--- src/rtl/mult_pkg.sv ---
// mult_pkg: shared widths, FSM state type and partial-product shift helper for the sequential multiplier
package mult_pkg;
   localparam int NIB_W = 4;
   localparam int PP_W  = 8;
   typedef enum logic [1:0] {IDLE, RUN, DONE} state_t;
   function automatic logic [4:0] shift_amt(input logic [1:0] i, input logic [1:0] j);
      return {({1'b0, i} + {1'b0, j}), 2'b00};
   endfunction
endpackage

--- src/rtl/mult_nib4x4.sv ---
// mult_nib4x4: combinational 4x4 unsigned array multiplier slice
module mult_nib4x4
   import mult_pkg::*;
(
   input  logic [NIB_W-1:0] x_i,
   input  logic [NIB_W-1:0] y_i,
   output logic [PP_W-1:0]  p_o
);
   // sum of the four AND-gated, shifted rows of the array
   always_comb begin
      p_o = '0;
      for (int k = 0; k < NIB_W; k++)
         p_o = p_o + ({{(PP_W-NIB_W){1'b0}}, x_i & {NIB_W{y_i[k]}}} << k);
   end
endmodule

--- src/rtl/mult_seq_ctrl.sv ---
// mult_seq_ctrl: OP_W x OP_W multiply built from one shared 4x4 slice, one nibble pair per cycle
// Optional MULT_SEQ_ACC_EN adds an acc input that keeps the accumulator across operations.
module mult_seq_ctrl
   import mult_pkg::*;
#(
   parameter int OP_W = 8
)(
   input  logic              clk,
   input  logic              rst_n,
   input  logic              in_valid,
   output logic              in_ready,
   input  logic [OP_W-1:0]   a,
   input  logic [OP_W-1:0]   b,
   output logic              out_valid,
   input  logic              out_ready,
`ifdef MULT_SEQ_ACC_EN
   input  logic              acc,
`endif
   output logic [2*OP_W-1:0] result
);
   localparam int K = OP_W / NIB_W;
   localparam int ACC_W = 2 * OP_W;
   localparam logic [1:0] KM1 = 2'(K - 1);

   if (OP_W % NIB_W != 0 || K < 1 || K > 4) begin : g_bad_op_w
      $error("mult_seq_ctrl: OP_W must be 4, 8, 12 or 16");
   end

   state_t            state_q, state_d;
   logic [OP_W-1:0]   a_q, a_d, b_q, b_d;
   logic [ACC_W-1:0]  acc_q, acc_d;
   logic [1:0]        i_q, i_d, j_q, j_d;
   logic [NIB_W-1:0]  a_nib, b_nib;
   logic [PP_W-1:0]   pp;
   logic              clr_acc;

`ifdef MULT_SEQ_ACC_EN
   assign clr_acc = ~acc;
`else
   assign clr_acc = 1'b1;
`endif

   assign a_nib  = NIB_W'(a_q >> {i_q, 2'b00});
   assign b_nib  = NIB_W'(b_q >> {j_q, 2'b00});
   assign result = acc_q;

   mult_nib4x4 u_nib (
      .x_i (a_nib),
      .y_i (b_nib),
      .p_o (pp)
   );

   // state, operand, counter and accumulator registers with synchronous reset
   always_ff @(posedge clk) begin
      if (!rst_n) begin
         state_q <= IDLE;
         a_q     <= '0;
         b_q     <= '0;
         acc_q   <= '0;
         i_q     <= '0;
         j_q     <= '0;
      end else begin
         state_q <= state_d;
         a_q     <= a_d;
         b_q     <= b_d;
         acc_q   <= acc_d;
         i_q     <= i_d;
         j_q     <= j_d;
      end
   end

   // next state: accept operands, walk i fastest then j, hold result until taken
   always_comb begin
      state_d   = state_q;
      a_d       = a_q;
      b_d       = b_q;
      acc_d     = acc_q;
      i_d       = i_q;
      j_d       = j_q;
      in_ready  = 1'b0;
      out_valid = 1'b0;
      case (state_q)
         IDLE: begin
            in_ready = 1'b1;
            if (in_valid) begin
               a_d     = a;
               b_d     = b;
               acc_d   = clr_acc ? '0 : acc_q;
               i_d     = '0;
               j_d     = '0;
               state_d = RUN;
            end
         end
         RUN: begin
            acc_d   = acc_q + (ACC_W'(pp) << shift_amt(i_q, j_q));
            i_d     = (i_q == KM1) ? 2'd0 : i_q + 2'd1;
            j_d     = (i_q == KM1) ? ((j_q == KM1) ? 2'd0 : j_q + 2'd1) : j_q;
            state_d = (i_q == KM1 && j_q == KM1) ? DONE : RUN;
         end
         DONE: begin
            out_valid = 1'b1;
            state_d   = out_ready ? IDLE : DONE;
         end
         default: state_d = IDLE;
      endcase
   end
endmodule

--- config.mk ---
export PLATFORM = sky130hd
export DESIGN_NAME = mult_seq_ctrl
export DESIGN_NICKNAME = d
export VERILOG_FILES = /design/src/rtl/mult_pkg.sv /design/src/rtl/mult_nib4x4.sv /design/src/rtl/mult_seq_ctrl.sv
export SDC_FILE = /design/constraint.sdc
export NUM_CORES = 1
export LEC_CHECK = 0
export ABC_AREA = 0
export CELL_PAD_IN_SITES_DETAIL_PLACEMENT = 1
export CELL_PAD_IN_SITES_GLOBAL_PLACEMENT = 1
export CORE_ASPECT_RATIO = 0.7
export CORE_MARGIN = 4
export CORE_UTILIZATION = 42
export CTS_BUF_LIST = sky130_fd_sc_hd__clkbuf_4 sky130_fd_sc_hd__clkbuf_8
export CTS_CLUSTER_SIZE = 12
export DETAILED_ROUTE_END_ITERATION = 10
export PLACE_DENSITY_LB_ADDON = 0.1
export SYNTH_ARGS = -nofsm -noshare
export SYNTH_HDL_FRONTEND = slang
export SYNTH_SLANG_ARGS = --single-unit
--- constraint.sdc ---
create_clock -name clk -period 7.27 [get_ports clk]
set_input_delay 1.454 -clock clk [delete_from_list [all_inputs] [get_ports clk]]
set_output_delay 1.454 -clock clk [all_outputs]
set_load 0.05 [all_outputs]
==> reports/qor.log, run 1 <==
INFO  clock_tree     worstSkewPairLatency=300ps
INFO  detailed_routing drcViolationCount=0
INFO  worst_setup_path critPathKind=flop to flop
INFO  global_route   antenna_found_initial=0
INFO  flow_run       cap_viol_max_count=0
INFO  detailed_routing drt-total-wl=8293um
INFO  synth          yosys.area_share.adder=15.52%
INFO  detailed_routing dr_total_vias=2634
INFO  synth          post_synthesis_mux_area_share=4.409%
INFO  synth          synth_async_sr_flop_share=0%
INFO  worst_setup_path r2r_cells=20
INFO  sta            timing.final.setup_violations=0
INFO  worst_setup_path critical_path_required=7450ps
INFO  pwr            power.leakage=1.486nW
INFO  synth          part_of_the_yosys_area_used_for_sequential_elements=26.81%
INFO  min_path       hp-class=flop to flop
INFO  synth          main_combinational_cell_family_by_area_after_synthesis=simple AND/OR/NAND/NOR gates
INFO  floorplan      fp.dieW=106.2um
INFO  synth          post-synth-top-area-fraction=26.81%
INFO  synth          synth_enable_flop_cells=0
INFO  clock_tree     cts.htree.levels=2
INFO  placed_design  dpl_worst_slack=1855ps
INFO  cells_and_area antenna_cells=0
INFO  global_route   groute.usage.overall=21.31%
INFO  cells_and_area final-instance-count-excl-fill=486
INFO  synth          post_synth_xor_area_fraction=5.247%
INFO  worst_setup_path timing.critical_path.from_type=flop
INFO  floorplan      overall_die_area=8156um2
INFO  synth          postSynthAreaPerCell=7.817um2
INFO  worst_setup_path crit_slowest_cell=sky130_fd_sc_hd__dfxtp_1
INFO  sta            timing.clock.skew=8.249ps
INFO  detailed_routing route.detailed.wl_per_inst=17.06um
INFO  sta            final_max_slew_viol_count=0
INFO  cells_and_area finish.net_count=445
INFO  clock_tree     cts_num_sinks=38
INFO  clock_tree     clock_tree_from_tritoncts=yes
INFO  worst_setup_path arrival=5760ps
INFO  synth          synth_compound_gate_area_share=19.80%
INFO  pwr            worst_ir_drop_vdd=67.31uV
INFO  sta            finalHoldViolCount=0
INFO  synth          dominantRegCellSynth=sky130_fd_sc_hd__dfxtp_1
INFO  sta            layout_min_cycle_time=5582ps
INFO  sta            timing.final.ws_setup=1688ps
INFO  global_route   maximum_number_of_pins_on_one_net_before_global_route_repair=35
INFO  synth          ys_ff_latch=38
INFO  worst_setup_path cp_cell_sequence=mux2i_1 > or2_2 > nor2_1 > ha_1 > inv_1 > fa_1 > xor2_1 > fa_1 > inv_1 > ha_1 > fa_1 > mux2i_1 > nor2_1 > ha_1 > a21oi_1 > a21boi_2 > o21ai_0 > a221oi_1 > xnor2_1 > o21ai_0
INFO  synth          synth_simple_gate_area_share=23.99%
INFO  placed_design  numPortBuffers=37
INFO  synth          synth.distinct_cells=43
INFO  floorplan      site_rows=24
INFO  synth          synth_commonest_cells=sky130_fd_sc_hd__nand2_1 (65), sky130_fd_sc_hd__dfxtp_1 (38), sky130_fd_sc_hd__nor2_1 (29), sky130_fd_sc_hd__ha_1 (24), sky130_fd_sc_hd__a21boi_0 (23)
INFO  worst_setup_path timing.critical_path.slowest_cell_delay=570ps
INFO  cells_and_area synthToLayoutAreaGrowth=18.83%
INFO  detailed_routing detail_route.iter0.violations=140
INFO  global_route   grt-ovfl-total=0
INFO  global_route   grt_pass1_vias=2634
INFO  synth          synth_top_cells_by_area=sky130_fd_sc_hd__dfxtp_1 (27%), sky130_fd_sc_hd__ha_1 (11%), sky130_fd_sc_hd__nand2_1 (8.6%), sky130_fd_sc_hd__a21boi_0 (6.1%), sky130_fd_sc_hd__fa_1 (4.9%)
INFO  floorplan      floorplan.die.height=76.77um
INFO  worst_setup_path timing.critical_path.fanout_max=10
INFO  clock_tree     clock_path_buffers=2
INFO  synth          synth_warnings=0
INFO  clock_tree     ctsRootBufferMaster=sky130_fd_sc_hd__clkbuf_8
INFO  synth          synthesis.area=2838um2
INFO  floorplan      floorplan.initialDensity=44.37%
INFO  pwr            p_per_area=137.9nW/um2
INFO  clock_tree     clock_buffer_count_from_cts=5
INFO  detailed_routing post_drt_via_cell_ratio=5.420
INFO  worst_setup_path cp.buffers_inverters=2
INFO  clock_tree     clk_transition_reported_paths=90ps
INFO  placed_design  finalWeightedCongestion=0.9186
INFO  min_path       min_from=b_q[4]$_SDFFE_PN0P_
INFO  clock_tree     ctsResizeCount=0
INFO  min_path       worst_hold_end=b_q[4]$_SDFFE_PN0P_
INFO  worst_setup_path critical_path.reg2reg.startpoint=i_q[0]$_SDFFE_PN0P_
INFO  sta            setup_repair_after_global_routing_missed_its_margin=false
INFO  worst_setup_path timing.critical_path.to_type=flop
INFO  worst_setup_path worst_path_dominant_cell_family=adder cells
INFO  floorplan      design.portCount=38
INFO  cells_and_area layout-drive-gt1-share=4.557%
INFO  detailed_routing dr.pass1.iters=4
INFO  sta            pin_slew_with_the_least_headroom_to_its_limit=1116ps
INFO  clock_tree     postCtsHoldBufs=0
INFO  sta            worst_slew_margin_rel=25.35%
INFO  clock_tree     post_cts.repair.setup_buffers=0
INFO  synth          syn-instance-count=363
INFO  synth          leading_cell_type_by_number_of_instances_after_synthesis=sky130_fd_sc_hd__nand2_1
INFO  floorplan      core_area=6396um2
INFO  placed_design  place_inst=478
INFO  synth          syn-num-nets=414
INFO  worst_setup_path r2r_setup_slack=1690ps
INFO  status         outcome=finished, final reports clean
INFO  worst_setup_path ff_to_ff_end=result[14]$_SDFFE_PN0P_
INFO  sta            setup_total_negative_slack=0ps
INFO  synth          synth_top_cell_by_area=sky130_fd_sc_hd__dfxtp_1
INFO  placed_design  dpl.hpwl=6611um
INFO  min_path       worst_hold_path.num_cells=2
INFO  global_route   wire_length_of_the_first_global_routing_pass=14080um
INFO  detailed_routing ant_nets=0
INFO  sta            fin_crit_sh=76.78%
INFO  sta            fmax=179.2MHz
==> cells by family (layout without fill, tap and decap cells) <==
| family | count (synthesis) | after routing |
|---|---|---|
| XOR/XNOR | 17 | 17 |
| adder cells (fa/ha/maj) | 31 | 31 |
| buffers and inverters | 32 | 64 |
| AO/OA/AOI/OAI | 84 | 84 |
| flip-flops | 38 | 38 |
| AND/OR/NAND/NOR | 149 | 149 |
| multiplexers | 12 | 12 |
==> per-stage QoR <==
| step | instance area (um2) | hold slack [ps] | util [%] | power (mW) |
|---|---|---|---|---|
| after floorplan | 2838 | 440.0 | - | 0.2749 |
| after global placement | 3277 | 457.8 | 51.23 | 0.3023 |
| after detailed placement | 3277 | 469.4 | 51.23 | 0.3046 |
| after CTS | 3372 | 481.5 | 52.72 | 0.4670 |
| after global routing | 3372 | 496.4 | 52.72 | 0.4871 |
| final | 3372 | 473.9 | 52.72 | 0.4650 |
==> report_power, final <==
group	leakage [nW]	switching, mW	internal [mW]
clock network	0.0472	0.0877	0.0765
registers	0.309	0.00668	0.215
logic	1.13	0.0470	0.0318
==> how the worst max path moves through the flow <==
stage | startpoint | endpoint | slack, ps | cells after the start
after floorplan | i_q[0]$_SDFFE_PN0P_ | result[15]$_SDFFE_PN0P_ | 2200 | 23
after global placement | j_q[0]$_SDFFE_PN0P_ | result[15]$_SDFFE_PN0P_ | 1960 | 22
after detailed placement | i_q[0]$_SDFFE_PN0P_ | result[14]$_SDFFE_PN0P_ | 1860 | 20
after CTS | i_q[0]$_SDFFE_PN0P_ | result[14]$_SDFFE_PN0P_ | 1800 | 20
after global routing | i_q[0]$_SDFFE_PN0P_ | result[14]$_SDFFE_PN0P_ | 1380 | 23
final | i_q[0]$_SDFFE_PN0P_ | result[14]$_SDFFE_PN0P_ | 1690 | 20
==> routing by layer <==
metal	GRT usage, %	vias up	routed length [um]
met5	0	-	0
met4	1.940	0	47
met3	3.943	6	374
met2	30.47	49	3347
met1	33.88	1278	4524
li1	-	1301	-
==> layout make-up <==
type                       instances  area (um2)
fill                             808        3024
clock buffer                       6       82.58
clock inverter                     2       12.51
timing repair buffer              38       377.9
inverter                          18       67.56
tap                               91       113.9
sequential                        38       760.7
multi-input combinational        293        1957
==> state kept, by name, indices dropped and copies added (netlist names) <==
| name | flops |
|---|---|
| a_q | 8 |
| i_q | 2 |
| result | 16 |
| b_q | 8 |
| j_q | 2 |
| state_q | 2 |
==> layout by cell type (no fill, tap or decap), drive strengths merged, types with 7 or more instances in the layout <==
cell and n:
a21boi 24, a21o 11, a21oi 11, and2 12, clkdlybuf4s50 37, dfxtp 38, fa 7, ha 24
inv 18, mux2i 8, nand2 65, nand3 21, nor2 29, o21ai 22, xor2 11
==> tightest hold or removal path, cell delays in order, from the launching register on <==
cell and delay, ps:
sky130_fd_sc_hd__dfxtp_1 310, sky130_fd_sc_hd__nand2_1 50, sky130_fd_sc_hd__a21boi_0 70
(Power assumes the default switching activity.)
==> inputs of run 2 (changes only) <==
CORE_UTILIZATION = 38   (was 42)
clock period = 4.8 ns   (was 7.27 ns; I/O delays follow)
==> reports/qor.log, run 2 (same netlist as run 1, synthesis figures left out) <==
INFO  sta            timing.final.ws_setup=-417.8ps
INFO  global_route   grt_pass1_vias=3181
INFO  placed_design  dpl_worst_slack=-336.0ps
INFO  pwr            p_per_area=197.9nW/um2
INFO  pwr            sequentialPowerShare=38.0%
INFO  sta            timing.final.setup_violations=10
INFO  min_path       hp-class=flop to flop
INFO  cells_and_area post_layout_util=61.61%
INFO  pwr            post-layout-total-power=888.3uW
INFO  global_route   groute.usage.overall=23.43%
INFO  clock_tree     clock_buffer_count_from_cts=5
INFO  cells_and_area layout.filler_cells=851
INFO  cells_and_area antenna_cells=0
INFO  min_path       min_from=a_q[7]$_SDFFE_PN0P_
INFO  floorplan      design.portCount=38
INFO  worst_setup_path arrival=5470ps
INFO  worst_setup_path r2r_cells=24
INFO  worst_setup_path timing.critical_path.from_type=flop
INFO  cells_and_area finish.net_count=514
INFO  placed_design  numPortBuffers=37
INFO  cells_and_area most_used_cells_in_the_layout_excluding_fill_and_tap_cells=sky130_fd_sc_hd__buf_4 (63), sky130_fd_sc_hd__nand2_1 (57), sky130_fd_sc_hd__clkdlybuf4s50_1 (37), sky130_fd_sc_hd__dfxtp_1 (36)
INFO  detailed_routing drt-total-wl=13430um
INFO  sta            worst_slew_margin_rel=30.81%
INFO  clock_tree     worstSkewPairLatency=320ps
INFO  cells_and_area largest_reg_flops=16
INFO  min_path       worst_hold_path.num_cells=2
INFO  pwr            cellInternalPower=623.5uW
INFO  cells_and_area final-instance-count-excl-fill=562
INFO  detailed_routing dr.pass1.iters=5
INFO  cells_and_area layout_commonest_cell=sky130_fd_sc_hd__buf_4
INFO  sta            pin_slew_with_the_least_headroom_to_its_limit=1035ps
INFO  placed_design  finalWeightedCongestion=0.8813
INFO  floorplan      floorplan.die.height=80.30um
INFO  pwr            power.combinational.fraction=22.4%
INFO  sta            fmax=191.7MHz
INFO  cells_and_area layout-drive-gt1-share=34.27%
INFO  clock_tree     ctsRootBufferMaster=sky130_fd_sc_hd__clkbuf_8
INFO  worst_setup_path critPathKind=flop to flop
INFO  sta            layout_min_cycle_time=5218ps
INFO  placed_design  dpl.hpwl=7242um
INFO  floorplan      core_area=7287um2
INFO  clock_tree     clock_tree_from_tritoncts=yes
INFO  flow_run       cap_viol_max_count=0
INFO  cells_and_area synthToLayoutAreaGrowth=58.20%
INFO  detailed_routing post_drt_via_cell_ratio=5.801
INFO  pwr            power.switching_fraction=29.82%
INFO  status         outcome=finished with violations
INFO  floorplan      floorplan.initialDensity=38.94%
INFO  sta            finalHoldViolCount=0
INFO  min_path       worst_hold_end=a_q[7]$_SDFFE_PN0P_
INFO  clock_tree     clock_path_buffers=2
INFO  pwr            p_switching=264.9uW
INFO  floorplan      fp.dieW=111.3um
INFO  sta            fin_crit_sh=108.7%
INFO  clock_tree     cts_num_sinks=38
INFO  floorplan      site_rows=26
INFO  global_route   grt-ovfl-total=0
INFO  worst_setup_path ff_to_ff_end=result[15]$_SDFFE_PN0P_
INFO  detailed_routing detail_route.iter0.violations=261
INFO  clock_tree     postCtsHoldBufs=0
INFO  clock_tree     cts.htree.levels=2
INFO  detailed_routing drcViolationCount=0
INFO  placed_design  place_inst=530
INFO  worst_setup_path r2r_setup_slack=-420ps
INFO  status         failing_checks=negative setup slack
INFO  cells_and_area fin_area=4489um2
INFO  pwr            power.leakage=1.972nW
INFO  detailed_routing ant_nets=0
INFO  global_route   maximum_number_of_pins_on_one_net_before_global_route_repair=29
INFO  worst_setup_path critical_path.reg2reg.startpoint=i_q[0]$_SDFFE_PN0P_
INFO  global_route   wire_length_of_the_first_global_routing_pass=16580um
INFO  pwr            worst_ir_drop_vdd=137.7uV
INFO  sta            setup_repair_after_global_routing_missed_its_margin=true
INFO  clock_tree     clk_transition_reported_paths=90ps
INFO  sta            timing.clock.skew=17.02ps
INFO  worst_setup_path critical_path_required=5050ps
INFO  placed_design  post_dp_cell_area=3651um2
INFO  worst_setup_path timing.critical_path.fanout_max=4
INFO  pwr            clock_power_share=39.6%
INFO  global_route   antenna_found_initial=0
INFO  worst_setup_path timing.critical_path.to_type=flop
INFO  sta            final_max_slew_viol_count=0
INFO  floorplan      overall_die_area=8936um2
INFO  detailed_routing dr_total_vias=3260
INFO  detailed_routing route.detailed.wl_per_inst=23.89um
-- run 2: timing repair --
item	4_1_cts	5_1_grt
pin swaps	31	62
setup endpoints to repair	11	11
gates cloned	0	0
setup buffers	14	12
gates resized for setup	50	70
hold endpoints to repair	0	0
-- run 2: per-stage QoR --
step | hold WS, ps | setup TNS (ps)
4_1_cts | 473.5 | -305.9
6_report | 483.9 | -2365
2_1_floorplan | 440.0 | 0
5_1_grt | 504.4 | -3328
3_3_place_gp | 449.8 | -1057
3_5_place_dp | 461.1 | -1804
-- run 2: worst max-delay path by stage --
stage | startpoint | endpoint | depth (start not counted)
after floorplan | j_q[0]$_SDFFE_PN0P_ | result[15]$_SDFFE_PN0P_ | 23
after global placement | j_q[0]$_SDFFE_PN0P_ | result[15]$_SDFFE_PN0P_ | 22
after detailed placement | i_q[0]$_SDFFE_PN0P_ | result[15]$_SDFFE_PN0P_ | 22
after CTS | i_q[0]$_SDFFE_PN0P_ | result[15]$_SDFFE_PN0P_ | 23
after global routing | i_q[1]$_SDFFE_PN0P_ | result[15]$_SDFFE_PN0P_ | 25
final | i_q[0]$_SDFFE_PN0P_ | result[15]$_SDFFE_PN0P_ | 24
-- run 2: routing by layer --
layer	GRT usage (%)	wire [um]	vias to the layer above	part of all wire [%]
met2	37.12	6348	136	47
met3	5.196	792	21	5.9
met1	32.24	6099	1660	45
li1	-	-	1443	-
met4	6.318	186	0	1.4
met5	0	0	-	0
-- run 2: worst max-delay path, cell delays in order (launching register included) --
cell and delay, ps:
sky130_fd_sc_hd__dfxtp_4 390, sky130_fd_sc_hd__mux2i_4 200, sky130_fd_sc_hd__or2_4 270, sky130_fd_sc_hd__nor2_4 110, sky130_fd_sc_hd__ha_4 150, sky130_fd_sc_hd__inv_2 40
sky130_fd_sc_hd__fa_2 370, sky130_fd_sc_hd__nor2b_1 200, sky130_fd_sc_hd__o21ai_1 140, sky130_fd_sc_hd__fa_1 570, sky130_fd_sc_hd__inv_1 70, sky130_fd_sc_hd__ha_4 250
sky130_fd_sc_hd__a21oi_2 180, sky130_fd_sc_hd__xnor2_2 180, sky130_fd_sc_hd__nand3_1 160, sky130_fd_sc_hd__a21boi_2 230, sky130_fd_sc_hd__ha_1 280, sky130_fd_sc_hd__buf_4 170
sky130_fd_sc_hd__nand2_2 110, sky130_fd_sc_hd__buf_4 140, sky130_fd_sc_hd__nor2_1 70, sky130_fd_sc_hd__and4_1 220, sky130_fd_sc_hd__or3_4 410, sky130_fd_sc_hd__a21o_1 200
sky130_fd_sc_hd__nand3_2 50
-- run 2: layout make-up --
type,instances,area [um2],area share [%]
clock buffer,5,68.82,1.533
clock inverter,3,68.82,1.533
inverter,18,67.56,1.505
multi-input combinational,293,2471,55.04
sequential,38,768.2,17.11
tap,98,122.6,2.731
timing repair buffer,107,922.1,20.54
-- run 2: power groups by stage --
| stage | Sequential [mW] | Clock [mW] | Combinational [mW] |
|---|---|---|---|
| after detailed placement | 0.342 | 0 | 0.136 |
| after CTS | 0.335 | 0.351 | 0.158 |
| after floorplan | 0.343 | 0 | 0.0765 |
| after global routing | 0.339 | 0.365 | 0.209 |
| final | 0.338 | 0.351 | 0.199 |
| after global placement | 0.342 | 0 | 0.132 |
==> inputs of run 3 (changes only) <==
CELL_PAD_IN_SITES_DETAIL_PLACEMENT = not set   (was 1)
CELL_PAD_IN_SITES_GLOBAL_PLACEMENT = not set   (was 1)
CORE_UTILIZATION = 52   (was 38)
PLACE_DENSITY = 0.79   (was not set)
PLACE_DENSITY_LB_ADDON = not set   (was 0.1)
==> reports/qor.log, run 3 (same netlist as run 1, synthesis figures left out) <==
INFO  global_route   grt_pass1_vias=2836
INFO  clock_tree     ctsRootBufferMaster=sky130_fd_sc_hd__clkbuf_8
INFO  detailed_routing detail_route.iter0.violations=217
INFO  worst_setup_path r2r_setup_slack=-130ps
INFO  cells_and_area layout-drive-gt1-share=24.94%
INFO  clock_tree     clock_tree_from_tritoncts=yes
INFO  placed_design  dpl.hpwl=6141um
INFO  cells_and_area area.sequential=763.2um2
INFO  detailed_routing ant_nets=0
INFO  flow_run       cap_viol_max_count=0
INFO  floorplan      site_rows=22
INFO  sta            setup_repair_after_global_routing_missed_its_margin=true
INFO  worst_setup_path timing.critical_path.to=result[15]$_SDFFE_PN0P_
INFO  detailed_routing dr_total_vias=2928
INFO  cells_and_area layout.filler_cells=362
INFO  detailed_routing route.detailed.wl_per_inst=16.01um
INFO  worst_setup_path worst_setup_path_startpoint=i_q[0]$_SDFFE_PN0P_
INFO  cells_and_area multi_input_area=2148um2
INFO  cells_and_area synthToLayoutAreaGrowth=40.87%
INFO  clock_tree     clock_path_buffers=2
INFO  sta            pin_slew_with_the_least_headroom_to_its_limit=982.3ps
INFO  sta            fin_crit_sh=102.8%
INFO  detailed_routing drcViolationCount=0
INFO  detailed_routing drt-total-wl=8341um
INFO  sta            finalHoldViolCount=0
INFO  status         outcome=finished with violations
INFO  min_path       worst_hold_path.num_cells=2
INFO  sta            fmax=202.7MHz
INFO  detailed_routing post_drt_via_cell_ratio=5.620
INFO  cells_and_area largest_reg_flops=16
INFO  clock_tree     worstSkewPairLatency=300ps
INFO  global_route   grt-ovfl-total=0
INFO  clock_tree     cts.htree.levels=2
INFO  clock_tree     clk_transition_reported_paths=90ps
INFO  worst_setup_path timing.critical_path.to_type=flop
INFO  worst_setup_path ff_to_ff_end=result[15]$_SDFFE_PN0P_
INFO  global_route   wire_length_of_the_first_global_routing_pass=13940um
INFO  global_route   groute.usage.overall=26.44%
INFO  sta            final_max_slew_viol_count=0
INFO  floorplan      fp.dieW=96.30um
INFO  placed_design  post_dp_cell_area=3626um2
INFO  floorplan      core_area=5258um2
INFO  cells_and_area fin_area=3998um2
INFO  floorplan      floorplan.initialDensity=53.97%
INFO  sta            worst_slew_margin_rel=34.36%
INFO  worst_setup_path timing.critical_path.from_type=flop
INFO  cells_and_area layout_commonest_cell=sky130_fd_sc_hd__nand2_1
INFO  clock_tree     cts_num_sinks=38
INFO  sta            timing.clock.skew=5.417ps
INFO  worst_setup_path timing.critical_path.fanout_max=4
INFO  detailed_routing dr.pass1.iters=5
INFO  floorplan      floorplan.die.height=69.81um
INFO  worst_setup_path critical_path_required=5060ps
INFO  clock_tree     clock_buffer_count_from_cts=5
INFO  pwr            p_per_area=208.8nW/um2
INFO  worst_setup_path arrival=5190ps
INFO  sta            setup_total_negative_slack=-577.3ps
INFO  pwr            power.leakage=1.839nW
INFO  status         failing_checks=negative setup slack
INFO  worst_setup_path critical_path.reg2reg.startpoint=i_q[0]$_SDFFE_PN0P_
INFO  min_path       hp-class=flop to flop
INFO  placed_design  finalWeightedCongestion=0.9297
INFO  worst_setup_path critPathKind=flop to flop
INFO  cells_and_area most_used_cells_in_the_layout_excluding_fill_and_tap_cells=sky130_fd_sc_hd__nand2_1 (62), sky130_fd_sc_hd__buf_4 (53), sky130_fd_sc_hd__clkdlybuf4s50_1 (37), sky130_fd_sc_hd__dfxtp_1 (36), sky130_fd_sc_hd__nor2_1 (23)
INFO  sta            timing.final.setup_violations=7
INFO  cells_and_area finish.net_count=499
INFO  worst_setup_path r2r_cells=24
INFO  global_route   maximum_number_of_pins_on_one_net_before_global_route_repair=29
INFO  sta            timing.final.ws_setup=-132.7ps
INFO  pwr            worst_ir_drop_vdd=148.4uV
INFO  placed_design  numPortBuffers=37
INFO  global_route   antenna_found_initial=0
INFO  floorplan      overall_die_area=6722um2
INFO  sta            layout_min_cycle_time=4933ps
INFO  floorplan      design.portCount=38
INFO  cells_and_area antenna_cells=0
[run 3: routing by layer]
metal	vias up	GRT usage, %	wire, um
met5	-	0	0
met2	132	37.95	3606
met3	11	4.447	543
met4	0	5.599	68
met1	1373	40.95	4123
li1	1412	-	-
[run 3: final cells by class]
cell class	instances	area share, %
clock buffers	5	1.721
clock inverters	3	1.721
inverters	18	1.690
multi-input cells	293	53.74
flip-flops and latches	38	19.09
well taps	72	2.254
repair buffers	92	19.78
[run 3: power breakdown]
group | total, mW | switching (mW) | internal, mW | leakage (nW)
sequential | 0.335 | 0.00854 | 0.326 | 0.310
clock | 0.346 | 0.137 | 0.209 | 0.0683
combinational | 0.154 | 0.0829 | 0.0715 | 1.46
total | 0.835 | 0.228 | 0.606 | 1.84
[run 3: metrics by stage]
stage	std cells	worst slack [ps]	hold WS (ps)	util [%]	total power, mW
after floorplan	363	0.07594	440.0	-	0.4191
after global placement	505	-158.7	457.7	68.97	0.4693
after detailed placement	505	-214.5	462.5	68.97	0.4737
after CTS	521	-31.56	474.9	75.56	0.8296
after global routing	521	-347.1	500.4	76.04	0.8643
final	521	-132.7	475.6	76.04	0.8349
[run 3: worst min path at each step]
stage / slack [ps] / endpoint / from
after global placement: 460 / b_q[4]$_SDFFE_PN0P_ / b_q[4]$_SDFFE_PN0P_
after detailed placement: 460 / a_q[6]$_SDFFE_PN0P_ / a_q[6]$_SDFFE_PN0P_
after CTS: 470 / b_q[3]$_SDFFE_PN0P_ / b_q[3]$_SDFFE_PN0P_
after floorplan: 440 / b_q[4]$_SDFFE_PN0P_ / b_q[4]$_SDFFE_PN0P_
final: 480 / b_q[6]$_SDFFE_PN0P_ / b_q[6]$_SDFFE_PN0P_
after global routing: 500 / a_q[5]$_SDFFE_PN0P_ / a_q[5]$_SDFFE_PN0P_
[run 3: critical path, cell delays in order, from the launching register on]
cell and delay (ps):
sky130_fd_sc_hd__dfxtp_2 350, sky130_fd_sc_hd__buf_6 110, sky130_fd_sc_hd__mux2i_2 140, sky130_fd_sc_hd__or2_4 280, sky130_fd_sc_hd__nor2_4 100, sky130_fd_sc_hd__ha_1 230
sky130_fd_sc_hd__a21o_1 200, sky130_fd_sc_hd__a21oi_2 150, sky130_fd_sc_hd__xor2_1 180, sky130_fd_sc_hd__fa_1 460, sky130_fd_sc_hd__inv_2 80, sky130_fd_sc_hd__ha_1 230
sky130_fd_sc_hd__a21o_1 170, sky130_fd_sc_hd__a21oi_2 170, sky130_fd_sc_hd__xnor2_2 100, sky130_fd_sc_hd__mux2i_1 300, sky130_fd_sc_hd__nor2_1 110, sky130_fd_sc_hd__ha_1 320
sky130_fd_sc_hd__buf_4 160, sky130_fd_sc_hd__o21ai_1 70, sky130_fd_sc_hd__nand2b_1 120, sky130_fd_sc_hd__and4_1 220, sky130_fd_sc_hd__or3_4 390, sky130_fd_sc_hd__a21o_1 180
sky130_fd_sc_hd__nand3_2 60
[run 3: timing repair]
action                     4_1_cts  5_1_grt
hold endpoints to repair         0        0
buffers inserted                 9        0
pin swaps                       45        4
setup endpoints to repair        9       11
gates cloned                     0        0
resized for setup               42        8
hold buffers                     0        0
